File: config.mk
export PLATFORM = sky130hd
export DESIGN_NAME = unidade_muldiv_flat
export DESIGN_NICKNAME = d
export VERILOG_FILES = /design/src/rtl/unidade_muldiv_if.sv /design/src/rtl/unidade_muldiv.sv /design/src/flat_wrapper.sv
export SDC_FILE = /design/constraint.sdc
export NUM_CORES = 1
export LEC_CHECK = 0
export BUFFER_PORTS_ARGS = -buffer_cell sky130_fd_sc_hd__buf_2
export CAP_MARGIN = 20
export CORE_UTILIZATION = 31
export CTS_CLUSTER_DIAMETER = 80
export DETAILED_ROUTE_END_ITERATION = 7
export PLACE_DENSITY = 0.52
export RECOVER_POWER = 100
export SLEW_MARGIN = 10
export SYNTH_ARGS = -nofsm -noshare
export SYNTH_HDL_FRONTEND = slang
export SYNTH_SLANG_ARGS = --single-unit
File: constraint.sdc
create_clock -name clock -period 4.4 [get_ports clock]
set_input_delay 0.66 -clock clock [delete_from_list [all_inputs] [get_ports clock]]
set_output_delay 0.66 -clock clock [all_outputs]
set_load 0.005 [all_outputs]
File: src/rtl/unidade_muldiv_if.sv
// -----------------------------------------------------------------------------
// unidade_muldiv_if
// Bundles the request and result signals of the multi-cycle multiply/divide
// unit. Clock and reset stay plain ports on the unit itself.
//
// Handshake (valid/ready): Start is the request "valid". The unit is "ready"
// whenever it is idle or in its Done cycle (Busy = 0). A request is accepted on
// the rising edge where Start = 1 and the unit is ready. Op/Input_1/Input_2 are
// captured on that edge and may change freely afterwards. Start while Busy = 1
// is dropped, not queued. Done is a one-cycle "result valid" pulse with no
// back-pressure. Output_Lo/Output_Hi hold the last result until the next one.
//
// Signals:
//   Start      request pulse                     (master -> slave)
//   Op         0 = unsigned multiply, 1 = divide (master -> slave)
//   Input_1    multiplicand / dividend           (master -> slave)
//   Input_2    multiplier / divisor              (master -> slave)
//   Output_Lo  product low half / quotient       (slave -> master)
//   Output_Hi  product high half / remainder     (slave -> master)
//   Busy       operation in progress, stall      (slave -> master)
//   Done       one-cycle result-valid pulse      (slave -> master)
//   Div_Zero   divisor was zero, Done cycle only (slave -> master)
//   dbg_state  FSM state for observation         (slave -> master)
// -----------------------------------------------------------------------------
interface unidade_muldiv_if #(
  parameter int WIDTH = 32
);
  logic             Start;
  logic             Op;
  logic [WIDTH-1:0] Input_1;
  logic [WIDTH-1:0] Input_2;
  logic [WIDTH-1:0] Output_Lo;
  logic [WIDTH-1:0] Output_Hi;
  logic             Busy;
  logic             Done;
  logic             Div_Zero;
  logic [1:0]       dbg_state;

  modport master (
    output Start, Op, Input_1, Input_2,
    input  Output_Lo, Output_Hi, Busy, Done, Div_Zero, dbg_state
  );

  modport slave (
    input  Start, Op, Input_1, Input_2,
    output Output_Lo, Output_Hi, Busy, Done, Div_Zero, dbg_state
  );
endinterface

File: src/rtl/unidade_muldiv.sv
// -----------------------------------------------------------------------------
// unidade_muldiv
// Multi-cycle unsigned multiply/divide sequencer placed beside the ALU in the
// execute stage. Multiply uses shift-add, divide uses restoring division; both
// take WIDTH iterations. Divide by zero short-cuts straight to the Done cycle.
//
// Ports:
//   clock  system clock, rising-edge
//   reset  synchronous, active-high; aborts any operation, clears outputs
//   bus    unidade_muldiv_if.slave (Start/Op/Input_1/Input_2 in,
//          Output_Lo/Output_Hi/Busy/Done/Div_Zero/dbg_state out)
// -----------------------------------------------------------------------------
module unidade_muldiv #(
  parameter int WIDTH = 32
) (
  input  logic              clock,
  input  logic              reset,
  unidade_muldiv_if.slave   bus
);

  localparam int CW = $clog2(WIDTH) + 1;

  typedef enum logic [1:0] {
    S_IDLE = 2'd0,
    S_CALC = 2'd1,
    S_FIM  = 2'd2
  } state_t;

  state_t           r_state;
  state_t           w_next_state;

  logic [CW-1:0]    r_cnt;
  logic             r_op;
  // Multiplicand for multiply, divisor for divide.
  logic [WIDTH-1:0] r_operand;
  // Working accumulator: {Hi,Lo} = {partial product, multiplier} for
  // multiply, {remainder, quotient} for divide.
  logic [WIDTH-1:0] r_acc_hi;
  logic [WIDTH-1:0] r_acc_lo;
  logic [WIDTH-1:0] r_out_lo;
  logic [WIDTH-1:0] r_out_hi;
  logic             r_div_zero;

  logic             w_ready;
  logic             w_accept;
  logic             w_div0;
  logic             w_busy;
  logic             w_done;
  logic             w_last_iter;

  logic [WIDTH:0]   w_mul_sum;
  logic [WIDTH-1:0] w_mul_hi;
  logic [WIDTH-1:0] w_mul_lo;
  logic [WIDTH:0]   w_shift_rem;
  logic [WIDTH-1:0] w_trial;
  logic             w_ge;
  logic [WIDTH-1:0] w_div_hi;
  logic [WIDTH-1:0] w_div_lo;
  logic [WIDTH-1:0] w_iter_hi;
  logic [WIDTH-1:0] w_iter_lo;

  // A new request is taken in IDLE and also in the Done cycle, so
  // back-to-back operations need no bubble.
  assign w_ready     = (r_state == S_IDLE) || (r_state == S_FIM);
  assign w_accept    = w_ready && bus.Start;
  assign w_div0      = bus.Op && (bus.Input_2 == '0);
  assign w_last_iter = (r_cnt == CW'(1));

  // ---------------------------------------------------------------------------
  // FSM: state register
  // ---------------------------------------------------------------------------
  always_ff @(posedge clock) begin
    if (reset) begin
      r_state <= S_IDLE;
    end else begin
      r_state <= w_next_state;
    end
  end

  // ---------------------------------------------------------------------------
  // FSM: next state and state-decoded outputs
  // ---------------------------------------------------------------------------
  always_comb begin
    w_next_state = r_state;
    w_busy       = 1'b0;
    w_done       = 1'b0;
    case (r_state)
      S_IDLE: begin
        if (w_accept) begin
          w_next_state = w_div0 ? S_FIM : S_CALC;
        end
      end
      S_CALC: begin
        w_busy = 1'b1;
        if (w_last_iter) begin
          w_next_state = S_FIM;
        end
      end
      S_FIM: begin
        w_done = 1'b1;
        if (w_accept) begin
          w_next_state = w_div0 ? S_FIM : S_CALC;
        end else begin
          w_next_state = S_IDLE;
        end
      end
      default: begin
        w_next_state = S_IDLE;
      end
    endcase
  end

  // ---------------------------------------------------------------------------
  // One iteration of each algorithm, computed from the current accumulator.
  // ---------------------------------------------------------------------------
  // Shift-add: conditionally add multiplicand into Hi (carry lands in bit
  // WIDTH), then shift {carry,Hi,Lo} right by one.
  assign w_mul_sum = {1'b0, r_acc_hi} + (r_acc_lo[0] ? {1'b0, r_operand} : '0);
  assign w_mul_hi  = w_mul_sum[WIDTH:1];
  assign w_mul_lo  = {w_mul_sum[0], r_acc_lo[WIDTH-1:1]};

  // Restoring divide: shift {rem,quot} left, then try rem - divisor. The
  // shifted remainder needs WIDTH+1 bits for the comparison; when the trial
  // succeeds the result is below the divisor, so WIDTH bits hold it.
  assign w_shift_rem = {r_acc_hi, r_acc_lo[WIDTH-1]};
  assign w_ge        = (w_shift_rem >= {1'b0, r_operand});
  assign w_trial     = w_shift_rem[WIDTH-1:0] - r_operand;
  assign w_div_hi    = w_ge ? w_trial : w_shift_rem[WIDTH-1:0];
  assign w_div_lo    = {r_acc_lo[WIDTH-2:0], w_ge};

  assign w_iter_hi = r_op ? w_div_hi : w_mul_hi;
  assign w_iter_lo = r_op ? w_div_lo : w_mul_lo;

  // ---------------------------------------------------------------------------
  // Datapath registers
  // ---------------------------------------------------------------------------
  always_ff @(posedge clock) begin
    if (reset) begin
      r_cnt      <= '0;
      r_op       <= 1'b0;
      r_operand  <= '0;
      r_acc_hi   <= '0;
      r_acc_lo   <= '0;
      r_out_lo   <= '0;
      r_out_hi   <= '0;
      r_div_zero <= 1'b0;
    end else begin
      // Div_Zero is only ever high for the single Done cycle that follows a
      // divide-by-zero accept.
      r_div_zero <= 1'b0;
      if (w_accept) begin
        r_op      <= bus.Op;
        r_operand <= bus.Op ? bus.Input_2 : bus.Input_1;
        r_acc_hi  <= '0;
        r_acc_lo  <= bus.Op ? bus.Input_1 : bus.Input_2;
        r_cnt     <= CW'(WIDTH);
        if (w_div0) begin
          r_out_lo   <= '1;
          r_out_hi   <= bus.Input_1;
          r_div_zero <= 1'b1;
        end
      end else if (r_state == S_CALC) begin
        r_acc_hi <= w_iter_hi;
        r_acc_lo <= w_iter_lo;
        r_cnt    <= r_cnt - CW'(1);
        // Outputs only see the final iteration; intermediate values stay in
        // the accumulator.
        if (w_last_iter) begin
          r_out_hi <= w_iter_hi;
          r_out_lo <= w_iter_lo;
        end
      end
    end
  end

  assign bus.Output_Lo = r_out_lo;
  assign bus.Output_Hi = r_out_hi;
  assign bus.Busy      = w_busy;
  assign bus.Done      = w_done;
  assign bus.Div_Zero  = r_div_zero;
  assign bus.dbg_state = r_state;

endmodule
File: src/flat_wrapper.sv
// flat-port wrapper written by rule: the top's interface ports become plain ports
module unidade_muldiv_flat 
#(
  parameter int WIDTH = 32
)
  (clock, reset, bus_Start, bus_Op, bus_Input_1, bus_Input_2, bus_Output_Lo, bus_Output_Hi, bus_Busy, bus_Done, bus_Div_Zero, bus_dbg_state);
  unidade_muldiv_if #(.WIDTH(WIDTH)) bus_i ();
  input  logic clock;
  input  logic reset;
  input wire logic [$bits(bus_i.Start)-1:0] bus_Start;
  input wire logic [$bits(bus_i.Op)-1:0] bus_Op;
  input wire logic [$bits(bus_i.Input_1)-1:0] bus_Input_1;
  input wire logic [$bits(bus_i.Input_2)-1:0] bus_Input_2;
  output wire logic [$bits(bus_i.Output_Lo)-1:0] bus_Output_Lo;
  output wire logic [$bits(bus_i.Output_Hi)-1:0] bus_Output_Hi;
  output wire logic [$bits(bus_i.Busy)-1:0] bus_Busy;
  output wire logic [$bits(bus_i.Done)-1:0] bus_Done;
  output wire logic [$bits(bus_i.Div_Zero)-1:0] bus_Div_Zero;
  output wire logic [$bits(bus_i.dbg_state)-1:0] bus_dbg_state;
  assign bus_i.Start = bus_Start;
  assign bus_i.Op = bus_Op;
  assign bus_i.Input_1 = bus_Input_1;
  assign bus_i.Input_2 = bus_Input_2;
  assign bus_Output_Lo = bus_i.Output_Lo;
  assign bus_Output_Hi = bus_i.Output_Hi;
  assign bus_Busy = bus_i.Busy;
  assign bus_Done = bus_i.Done;
  assign bus_Div_Zero = bus_i.Div_Zero;
  assign bus_dbg_state = bus_i.dbg_state;
  unidade_muldiv #(.WIDTH(WIDTH)) u_core (.clock(clock), .reset(reset), .bus(bus_i));
endmodule
# ---- After elaboration in Yosys (flattened, before gate mapping)
# Index checks and enable logic that the tools add are counted.
# W data, S select, Z words.
dict set report totals {
  register_bits 170
  inputBits 68
  output_inout_bits 69
  wordCells 58
}
dict set report classes {
  n_addsub 3
  magnitude_cmp 1
  eq_ne 6
  n_mux 26
  bitwise_logic 1
  reduce_logical 11
}
# op count
set ops {}
lappend ops {{$mux W32} 16}
lappend ops {{$add A32 B33 Y33} 1}
lappend ops {{$ge A33 B32 Y1} 1}
lappend ops {{$logic_not A32 Y1} 1}
lappend ops {{$sub A32 B32 Y32} 1}
lappend ops {{$mux W6} 2}
lappend ops {{$mux W2} 4}
lappend ops {{$eq A6 B1 Y1 const B} 1}
lappend ops {{$pmux W2 S3} 1}
lappend ops {{$sub A6 B1 Y6 const B} 1}
lappend ops {{$ne A2 B1 Y1 const B} 2}
lappend ops {{$reduce_bool A2 Y1} 2}
lappend ops {{$reduce_or A2 Y1} 2}
lappend ops {{$mux W1} 3}
lappend ops {{$reduce_and A3 Y1} 1}
lappend ops {{$eq A2 B1 Y1 const B} 1}
lappend ops {{$eq A2 B2 Y1 const B} 1}
lappend ops {{$logic_and A1 B1 Y1} 2}
lappend ops {{$logic_not A2 Y1} 1}
lappend ops {{$ne A2 B2 Y1 const B} 1}
lappend ops {{$reduce_and A2 Y1} 1}
lappend ops {{$logic_or A1 B1 Y1} 1}
lappend ops {{$not A1 Y1} 1}

# ---- Longest topological paths before layout
# Gate-level depths: netlist of run 1.
dict set report depth {
  ltp_word 6
  mapped_depth 14
  depth_no_buf 14
}

# ---- Least setup slack after synthesis of run 1
# No wires, ideal clock.
dict set report synth_path {
  kind {flip-flop to flip-flop}
  from {register u_core.r_acc_lo[0]}
  to {register u_core.r_acc_hi[31]}
  setup_time_ns 0.128
  arrival_time_ns 2.965
  setup_slack_ns 1.307
  path_stages_with_launch 15
  path_cell_list {dfxtp_1 > clkbuf_1 > and2_1 > ha_1 > fa_1 > a211oi_1 > o21ai_0 > nand3_1 > a21oi_1 > a41oi_1 > o21ai_0 > a311oi_1 > o221ai_1 > a41oi_1 > o21ai_0}
}
dict set report synth_via {
  elab_chain_cells 3
}
# item line_no
set synth_lines {}
lappend synth_lines {{start, declared} unidade_muldiv.sv:39} ;# logic [WIDTH-1:0] r_acc_lo;
lappend synth_lines {{start signal, assigned} unidade_muldiv.sv:155} ;# r_acc_lo <= bus.Op ? bus.Input_1 : bus.Input_2;
lappend synth_lines {{start signal, assigned} unidade_muldiv.sv:164} ;# r_acc_lo <= w_iter_lo;
lappend synth_lines {{$mux W32} unidade_muldiv.sv:118} ;# assign w_mul_sum = {1'b0, r_acc_hi} + (r_acc_lo[0] ? {1'b0, r_operand} : '0);
lappend synth_lines {{$add A32 B33 Y33} unidade_muldiv.sv:118}
lappend synth_lines {{$mux W32} unidade_muldiv.sv:131} ;# assign w_iter_hi = r_op ? w_div_hi : w_mul_hi;
lappend synth_lines {{end signal, assigned} unidade_muldiv.sv:163} ;# r_acc_hi <= w_iter_hi;
lappend synth_lines {{end, declared} unidade_muldiv.sv:38} ;# logic [WIDTH-1:0] r_acc_hi;
# Every way passes these cells.
# A chain may end at the register's enable or synchronous reset.

# ---- Worst setup path after layout of run 1
dict set report layout_path {
  from {register u_core.r_operand[4]}
  to {register u_core.r_out_hi[3], in the netlist u_core.bus.Output_Hi[3]}
}
dict set report layout_via {
  elab_chain_cells 6
  word_cells_on_any_way 8
  cone_classes {1 x add/sub; 1 x order compare; 6 x mux}
}
# item line_no
set layout_lines {}
lappend layout_lines {{start, declared} unidade_muldiv.sv:35} ;# logic [WIDTH-1:0] r_operand;
lappend layout_lines {{start signal, assigned} unidade_muldiv.sv:153} ;# r_operand <= bus.Op ? bus.Input_2 : bus.Input_1;
lappend layout_lines {{$mux W32 or $ge A33 B32 Y1 (tied branches)} {unidade_muldiv.sv:118, unidade_muldiv.sv:126}}
lappend layout_lines {{$add A32 B33 Y33 or $mux W32 (tied branches)} {unidade_muldiv.sv:118, unidade_muldiv.sv:128}}
lappend layout_lines {{$mux W32 *} unidade_muldiv.sv:131}
lappend layout_lines {{$mux W32 *} unidade_muldiv.sv:168} ;# if (w_last_iter) begin
lappend layout_lines {{$mux W32 *} unidade_muldiv.sv:162} ;# end else if (r_state == S_CALC) begin
lappend layout_lines {{$mux W32 *} unidade_muldiv.sv:151} ;# if (w_accept) begin
lappend layout_lines {{end signal, assigned} unidade_muldiv.sv:159} ;# r_out_hi <= bus.Input_1;
lappend layout_lines {{end signal, assigned} unidade_muldiv.sv:169} ;# r_out_hi <= w_iter_hi;
lappend layout_lines {{end, declared} unidade_muldiv.sv:41} ;# logic [WIDTH-1:0] r_out_hi;
# Every way passes the cells marked *; elsewhere a longest branch is shown, timed or not. The select of a mux whose other input is x is not followed.

==> out/metrics.cfg, run 1 <==
[sta]
clock_skew_ns=0.0116
setup_tns_ns=0
drv_slew=316
fmax_mhz=238
finalHoldViolCount=0
setup_viol=0
post-route-period-util=0.956
rsz0062_at_grt=no
worst_pin_slew_ns=2.04
slew_headroom=-0.362
final.min_clock_period_ns=4.21

[cts]
cts_tree=done
path_clk_slew_ns=0.07
numCtsBuffers=17
post_cts_buffers=0
cts-resized-gates=0
ctsHtreeMaxLevel=4
cts_hold_buf=0
cts_root_buf=clkbuf_16
worstSkewPairLatency_ns=0.45
clkSinkCount=170
cts_buffer_depth=2

[global_route]
busiest_layer=met2
antenna_found_initial=2
met2_usage=0.339
globalRouteMet1Util=0.304
overflow=0
grt_pass1_vias=10600
grt_max_degree=100
grt_pass1_wl_um=64100
track_usage=0.215
grtUsageMet3=0.0272

[synthesis]
synth_edf_count=0
syn-cell-area_um2=11800
synth_cells=1507
synthArstFlopShare=0
yosys-top-cells-area=dfxtp_1, mux2i_1, ha_1, nor2_1, a21oi_1
synth.yosys.warnings=0
ys_seq_elements=170
yosysUniqueCellTypes=69
synth_nets=1643
synth_top_area_share=0.289
ys_dominant_reg_cell=dfxtp_1
seq_area_frac_synth=0.289
synth_top_area_cell=dfxtp_1
synth_area_per_cell_um2=7.80

[hold_path]
hp-class=in -> reg
hold_path_end=u_core.bus.Output_Hi[6]
holdCritStartpoint=bus_Input_1[6]
min_path_cells=3

[die]
row_count=70
chipWidth_um=197
initial_core_util=0.318
die_height_um=197
coreArea_um2=37000
io-pin-count=137
dieArea_um2=38700

[placed_design]
numPlacedInstances=2062
dp_hpwl_um=31100
numPortBuffers=136
gp_congestion=0.897

[final_layout]
fin_cells=2094
layout_common_cells=nor2_1, dfxtp_1, a21oi_1
finalNetCount=1713
final_common_cell=nor2_1
syn2layout_area_growth_pct=13.2
drive_gt1_frac=0.100
diodes=0
num-fill-cells=4015

[setup_path]
worst-setup-path-type=reg -> reg
required_ns=4.68
timing.rr.start=u_core.r_operand[4]
r2r_cells=13
end_kind=register
slowest_stage=a2111oi_2
slowest_delay_ns=0.46
critPathLaunchType=register
crit_chain=inv_1, ha_1, a21o_1, a31oi_1, a21boi_2, o311a_1, o2111a_2, o21ai_4, nand2_4, clkbuf_2, mux2_1, a2111oi_2, nor4_1
worstReg2RegEnd=u_core.bus.Output_Hi[3]
critPathMaxFanout=14
cp.arrival_ns=4.49
r2r_slack_ns=0.19

[power]
seq_power_share=0.387
p_int_mw=2.90
pwr-share-clk=0.357
p_leak_nw=5.41
combPwrFrac=0.256
switchingPower_mw=1.52
vdd_drop_max_mv=0.298
swShare=0.344
powerDensity_nw_per_um2=331

[route]
num_vias=11500
wl_per_cell_um=20.1
firstDrtPassIters=5
ant_nets=0
drt-total-wl_um=42000
vias_per_cell=5.47
drtIter0Drc=934
post-route-drc-count=0

[run_status]
violations=max-capacitance violations, max-slew violations
status=finished with violations

[job]
maxCapViolCount=5

## power by group through the flow
stage	Combinational (mW)	Sequential, mW	Clock (mW)
5_1_grt	1.24	1.72	1.68
4_1_cts	1.14	1.71	1.62
2_1_floorplan	0.816	1.70	0
3_3_place_gp	1.14	1.74	0
3_5_place_dp	1.14	1.74	0
6_report	1.13	1.71	1.58
## synthesized netlist by cell type (22+ instances only)
cell	n
nor2_1	185
dfxtp_1	170
a21oi_1	129
nand2_1	113
o21ai_0	110
mux2i_1	101
clkbuf_1	91
ha_1	66
inv_1	52
a211oi_1	38
and2_1	37
a311oi_1	36
nand3_1	33
xnor2_1	33
a21o_1	30
a31oi_1	26
nor3_1	26
xor2_1	22
## per-layer routing
| metal | vias up | share of wire |
|---|---|---|
| li1 | 5645 | - |
| met1 | 5415 | 0.48 |
| met2 | 336 | 0.45 |
| met3 | 54 | 0.044 |
| met4 | 2 | 0.026 |
| met5 | - | 0.00021 |
## registers in the layout, summed over array words and instances (netlist names)
| signal | count |
|---|---|
| u_core.bus.Output_Hi | 32 |
| u_core.bus.dbg_state | 2 |
| u_core.r_cnt | 6 |
| u_core.r_operand | 32 |
| u_core.r_acc_hi | 32 |
| u_core.bus.Output_Lo | 32 |
| u_core.r_acc_lo | 32 |
| u_core.bus.Div_Zero | 1 |
| u_core.r_op | 1 |
## cell families (layout without fill, tap and decap cells)
logic type	after synthesis	after routing	share of synthesized area
AO/OA/AOI/OAI	468	468	0.257
XOR/XNOR	55	55	0.0410
adder cells (fa/ha/maj)	68	68	0.0736
buffers and inverters	154	237	0.0501
flip-flops	170	170	0.289
multiplexers	117	117	0.103
AND/OR/NAND/NOR	475	475	0.187
## worst max path at each step
stage | endpoint | cells after the start | slack, ns | start
5_1_grt | u_core.bus.Output_Hi[3] | 13 | 0.05 | u_core.r_operand[4]
3_5_place_dp | u_core.bus.Output_Hi[2] | 12 | 0.33 | u_core.r_operand[4]
4_1_cts | u_core.bus.Output_Hi[2] | 12 | 0.31 | u_core.r_operand[4]
6_report | u_core.bus.Output_Hi[3] | 13 | 0.19 | u_core.r_operand[4]
3_3_place_gp | u_core.bus.Output_Hi[2] | 12 | 0.35 | u_core.r_operand[4]
2_1_floorplan | u_core.r_acc_hi[31] | 14 | 1.31 | u_core.r_acc_lo[0]
## metrics by stage
step | total power [mW] | utilization | setup WS [ns] | area [um2] | hold WS (ns)
2_1_floorplan | 2.51 | - | 1.31 | 11800 | 0.464
3_3_place_gp | 2.88 | 0.348 | 0.348 | 12900 | 0.463
3_5_place_dp | 2.88 | 0.348 | 0.328 | 12900 | 0.467
4_1_cts | 4.47 | 0.365 | 0.311 | 13500 | 0.478
5_1_grt | 4.63 | 0.360 | 0.0470 | 13300 | 0.497
6_report | 4.41 | 0.360 | 0.195 | 13300 | 0.490
## critical path: cells and delay by family, from the launching register on
family,cells,cell delay (ns)
simple gates,2,0.33
fa+ha+maj,1,0.36
flops,1,0.38
mux,1,0.45
buf+inv,2,0.45
compound gates,7,2.08
## layout make-up
cell class                      count  area (um2)  area share
Timing Repair Buffer              153         723      0.0543
Sequential cell                   170        3410       0.256
Clock inverter                     12         126     0.00949
Tap cell                          504         631      0.0474
Inverter                           52         195      0.0147
Clock buffer                       20         478      0.0359
Multi-Input combinational cell   1183        7760       0.582
(Power assumes the default switching activity.)
==> run 2: changes to the inputs <==
==> constraint.sdc (replaced) <==
create_clock -name clock -period 4.4 [get_ports clock]
set_input_delay 0.66 -clock clock [delete_from_list [all_inputs] [get_ports clock]]
set_output_delay 0.66 -clock clock [all_outputs]
set_load 0.01 [all_outputs]
==> run 2 against run 1 <==
Against the previous run:
- the flow still finishes with violations (max-capacitance violations, max-slew violations)
- cell count rose by 0.19%
- worst hold slack lost 0.0012 ns
- setup slack better by 0.18 ns
- global-route usage shrank 0.12 points
- largest power group unchanged
- highest routed layer is now met4
==> out/metrics.cfg, run 2 (synthesis results as in run 1) <==
[setup_path]
required_ns=4.69
cp.arrival_ns=4.32
worst-setup-path-type=reg -> reg
slowest_stage=a2111oi_0
end_kind=register
timing.rr.start=u_core.r_operand[14]
critical-path-top-delay-family=simple AND/OR/NAND/NOR gates
critPathLaunchType=register
critPathLaunch=u_core.r_operand[14]
critPathMaxFanout=22
slowest_delay_ns=0.83
crit_chain=inv_1, ha_1, and3_1, nand4_1, nor4_1, clkbuf_1, nand4_1, and3_1, nand2_4, a21oi_1, a2111oi_0, buf_4, nor4_1
crit_buf_inv=3

[cts]
cts_root_buf=clkbuf_16
worstSkewPairLatency_ns=0.45
post_cts_buffers=0
numCtsBuffers=17
cts_hold_buf=0
cts_tree=done
cts_buffer_depth=2
ctsHtreeMaxLevel=4
cts-resized-gates=0
path_clk_slew_ns=0.07
clkSinkCount=170

[die]
row_count=70
initial_core_util=0.318
coreArea_um2=37000
die_height_um=197
dieArea_um2=38700
io-pin-count=137
chipWidth_um=197

[route]
wl_per_cell_um=19.9
vias_per_cell=5.47
ant_nets=0
num_vias=11500
drt-total-wl_um=41800
post-route-drc-count=0
drtIter0Drc=903
firstDrtPassIters=5

[run_status]
violations=max-capacitance violations, max-slew violations
status=finished with violations

[sta]
clock_skew_ns=0.0141
drv_slew=310
fmax_mhz=248
setup_tns_ns=0
slew_headroom=-0.949
final.min_clock_period_ns=4.03
setup_viol=0
worst_pin_slew_ns=2.92
rsz0062_at_grt=no
post-route-period-util=0.915
finalHoldViolCount=0

[global_route]
grt_pass1_vias=10600
track_usage=0.214
overflow=0
grt_pass1_wl_um=63700
antenna_found_initial=2
grt_max_degree=100

[placed_design]
numPlacedInstances=2064
numPortBuffers=136
dp_hpwl_um=30800
gp_congestion=0.944

[power]
vdd_drop_max_mv=0.316
p_total_mw=4.45
powerDensity_nw_per_um2=334
p_leak_nw=5.34

[hold_path]
hp-class=reg -> reg
holdCritStartpoint=u_core.bus.Output_Hi[17]

[final_layout]
finalNetCount=1715
num-fill-cells=4037
drive_gt1_frac=0.0911
final_common_cell=nor2_1
layout_common_cells=nor2_1, dfxtp_1, a21oi_1
fin_cells=2098
syn2layout_area_growth_pct=13.2

[job]
maxCapViolCount=5

run 2: cell types whose count changed in the layout (fill, tap and decap cells not counted), moves of 2 or more:
cell and delta:
and2_0 +2, and2_1 -2, buf_2 -15, clkbuf_1 +18
clkbuf_8 -2, clkinv_4 -3, diode_2 +2, inv_6 +2
mux2_1 -3, mux2_4 +2
run 2: layer usage:
metal  part of all wire  track usage  vias up
met5                  0            0        -
met4              0.019       0.0623        0
met3              0.043       0.0264       43
met2               0.46        0.343      323
met1               0.48        0.300     5467
li1                   -            -     5645
run 2: worst min-delay path: stages (launching register included):
cell	delay (ns)
dfxtp_1	0.33
a31oi_1	0.07
o21ai_0	0.06
run 2: final cells by class:
class,instances,area [um2],area share
flip-flops and latches,170,3410,0.256
well taps,504,631,0.0474
clock inverters,14,160,0.0120
clock buffers,18,429,0.0322
inverters,52,195,0.0147
repair buffers,155,714,0.0537
diodes,2,5.00,0.000376
multi-input cells,1183,7770,0.584
run 2: stage by stage:
stage	util	hold WS (ns)	area, um2	setup slack [ns]
detailed placement	0.348	0.464	12900	0.449
global route	0.360	0.507	13300	0.138
global placement	0.348	0.466	12900	0.395
finish	0.360	0.489	13300	0.372
floorplan	-	0.464	11800	1.31
CTS	0.364	0.482	13500	0.423
run 2: path summary, 6_finish.rpt:
kind / end / slack, ns / cells after the start
worst max-delay path: u_core.bus.Output_Hi[12] / 0.37 / 13
worst min-delay path: u_core.bus.Output_Hi[17] / 0.49 / 2
worst max register to register: u_core.bus.Output_Hi[12] / 0.37 / 13
worst min register to register: u_core.bus.Output_Hi[17] / 0.49 / 2
run 2: report_power, final:
part / switching (mW) / leakage (nW) / internal [mW] / total, mW
Clock: 0.741 / 0.286 / 0.854 / 1.60
Combinational: 0.724 / 3.67 / 0.425 / 1.15
Sequential: 0.0857 / 1.39 / 1.62 / 1.70
==> run 3: changes to the inputs <==
--- a/config.mk
+++ b/config.mk
@@ -7,10 +7,13 @@
 export LEC_CHECK = 0
 export BUFFER_PORTS_ARGS = -buffer_cell sky130_fd_sc_hd__buf_2
 export CAP_MARGIN = 20
+export CELL_PAD_IN_SITES_DETAIL_PLACEMENT = 1
+export CELL_PAD_IN_SITES_GLOBAL_PLACEMENT = 1
 export CORE_UTILIZATION = 31
 export CTS_CLUSTER_DIAMETER = 80
 export DETAILED_ROUTE_END_ITERATION = 7
-export PLACE_DENSITY = 0.52
+export GPL_ROUTABILITY_DRIVEN = 0
+export PLACE_DENSITY = 0.64
 export RECOVER_POWER = 100
 export SLEW_MARGIN = 10
 export SYNTH_ARGS = -nofsm -noshare
==> run 3 against run 2 <==
Against the previous run:
- the run still ends with max-capacitance violations, max-slew violations left
- clock power is 3% higher
- global-route usage increased by 2.9 points
- register-to-register slack better by 0.03 ns
- routed wire length up 12%
- setup slack worse by 0.058 ns
- design area is 0.40% higher
- first-iteration DRC count is 16% lower
- worst hold slack better by 0.011 ns
- core utilization increased by 0.15 points
- critical path depth decreased by 4
- die area unchanged
- clock-buffer cell count increased by 4
- critical path type is now in -> reg
==> out/metrics.cfg, run 3 (synthesis results as in run 1) <==
[cts]
ctsHtreeMaxLevel=4
cts_buffer_depth=2
cts_hold_buf=0
post_cts_buffers=0
worstSkewPairLatency_ns=0.46
cts_tree=done
cts_root_buf=clkbuf_16
cts-resized-gates=0
numCtsBuffers=17
clkSinkCount=170
path_clk_slew_ns=0.07

[setup_path]
worst-setup-path-type=in -> reg
timing.rr.start=u_core.r_operand[14]
critPathLaunchType=primary input
critPathLaunch=bus_Op
worstReg2RegEnd=u_core.bus.Output_Hi[17]
critPathMaxFanout=76
end_kind=register
required_ns=4.76
r2r_slack_ns=0.40
r2r_cells=13
cp.arrival_ns=4.45

[die]
coreArea_um2=37000
dieArea_um2=38700
io-pin-count=137
row_count=70
die_height_um=197
initial_core_util=0.318
chipWidth_um=197

[sta]
final.min_clock_period_ns=4.09
hold_ws_ns=0.500
fin_ws_ns=0.314
setup_viol=0
clock_skew_ns=0.0131
setup_tns_ns=0
slew_headroom=-0.233
drv_slew=162
rsz0062_at_grt=no
post-route-period-util=0.929
fmax_mhz=245
worst_pin_slew_ns=1.85
finalHoldViolCount=0

[job]
maxCapViolCount=5

[power]
vdd_drop_max_mv=0.293
p_leak_nw=5.37
powerDensity_nw_per_um2=340
p_int_mw=2.99
swShare=0.343
combPwrFrac=0.260
seq_power_share=0.377
pwr-share-clk=0.362
switchingPower_mw=1.56

[route]
vias_per_cell=5.63
wl_per_cell_um=22.4
firstDrtPassIters=5
post-route-drc-count=0
drtIter0Drc=755
drt-met1-wl_um=22500
drt-total-wl_um=47000
ant_nets=0
num_vias=11800
wl_met2_um=22400
met3_length_um=1520
dr.max_layer_used=met5

[global_route]
grt_max_degree=77
overflow=0
antenna_found_initial=1
grt_pass1_wl_um=71900
track_usage=0.243
grt_pass1_vias=11800

[placed_design]
post-place-ws_ns=0.477
numPortBuffers=136
numPlacedInstances=2071
dp_hpwl_um=35300

[hold_path]
hp-class=reg -> reg
hold_path_end=u_core.bus.Output_Lo[6]
min_path_cells=2
holdCritStartpoint=u_core.bus.Output_Lo[6]

[final_layout]
finalNetCount=1722
syn2layout_area_growth_pct=13.7
final_common_cell=nor2_1
fin_cells=2103
layout_common_cells=nor2_1, dfxtp_1, a21oi_1
num-fill-cells=4542
drive_gt1_frac=0.0907

[run_status]
violations=max-capacitance violations, max-slew violations
status=finished with violations

run 3: metal layers:
layer / global-route usage / vias up
met1: 0.333 / 5895
met4: 0.0482 / 2
met5: 0 / -
met3: 0.0253 / 37
met2: 0.410 / 235
li1: - / 5671
run 3: cell type report:
type	instances	area, um2	area share
diodes	1	2.50	0.000187
repair buffers	162	763	0.0571
flip-flops and latches	170	3400	0.255
clock inverters	9	140	0.0105
multi-input cells	1183	7760	0.580
well taps	504	631	0.0472
clock buffers	22	474	0.0355
inverters	52	195	0.0146
run 3: worst max path at each step:
stage	slack, ns	depth (start not counted)	end
6_report	0.31	9	u_core.bus.Output_Hi[14]
5_1_grt	0.11	13	u_core.bus.Output_Hi[31]
4_1_cts	0.47	13	u_core.bus.Output_Hi[31]
3_5_place_dp	0.48	13	u_core.bus.Output_Hi[31]
3_3_place_gp	0.63	13	u_core.bus.Output_Hi[17]
2_1_floorplan	1.31	14	u_core.r_acc_hi[31]
run 3: power by group through the flow:
stage               Clock, mW  Sequential (mW)  Combinational [mW]
global placement            0             1.75                1.17
detailed placement          0             1.75                1.18
CTS                      1.67             1.71                1.19
floorplan                   0             1.70               0.816
global route             1.73             1.72                1.29
finish                   1.65             1.72                1.18
run 3: worst max-delay path, stage by stage:
cell	delay [ns]
clkbuf_1	1.09
nor4b_1	0.32
nand4_1	0.24
nor3_1	0.24
nand2_1	0.13
o22ai_1	0.31
clkbuf_4	0.83
nand4_1	0.37
o211ai_1	0.22
run 3: metrics by stage:
| stage | power (mW) | util | cell area [um2] |
|---|---|---|---|
| floorplan | 2.52 | - | 11800 |
| global placement | 2.91 | 0.350 | 12900 |
| detailed placement | 2.93 | 0.350 | 12900 |
| CTS | 4.58 | 0.366 | 13500 |
| global route | 4.75 | 0.362 | 13400 |
| finish | 4.55 | 0.362 | 13400 |
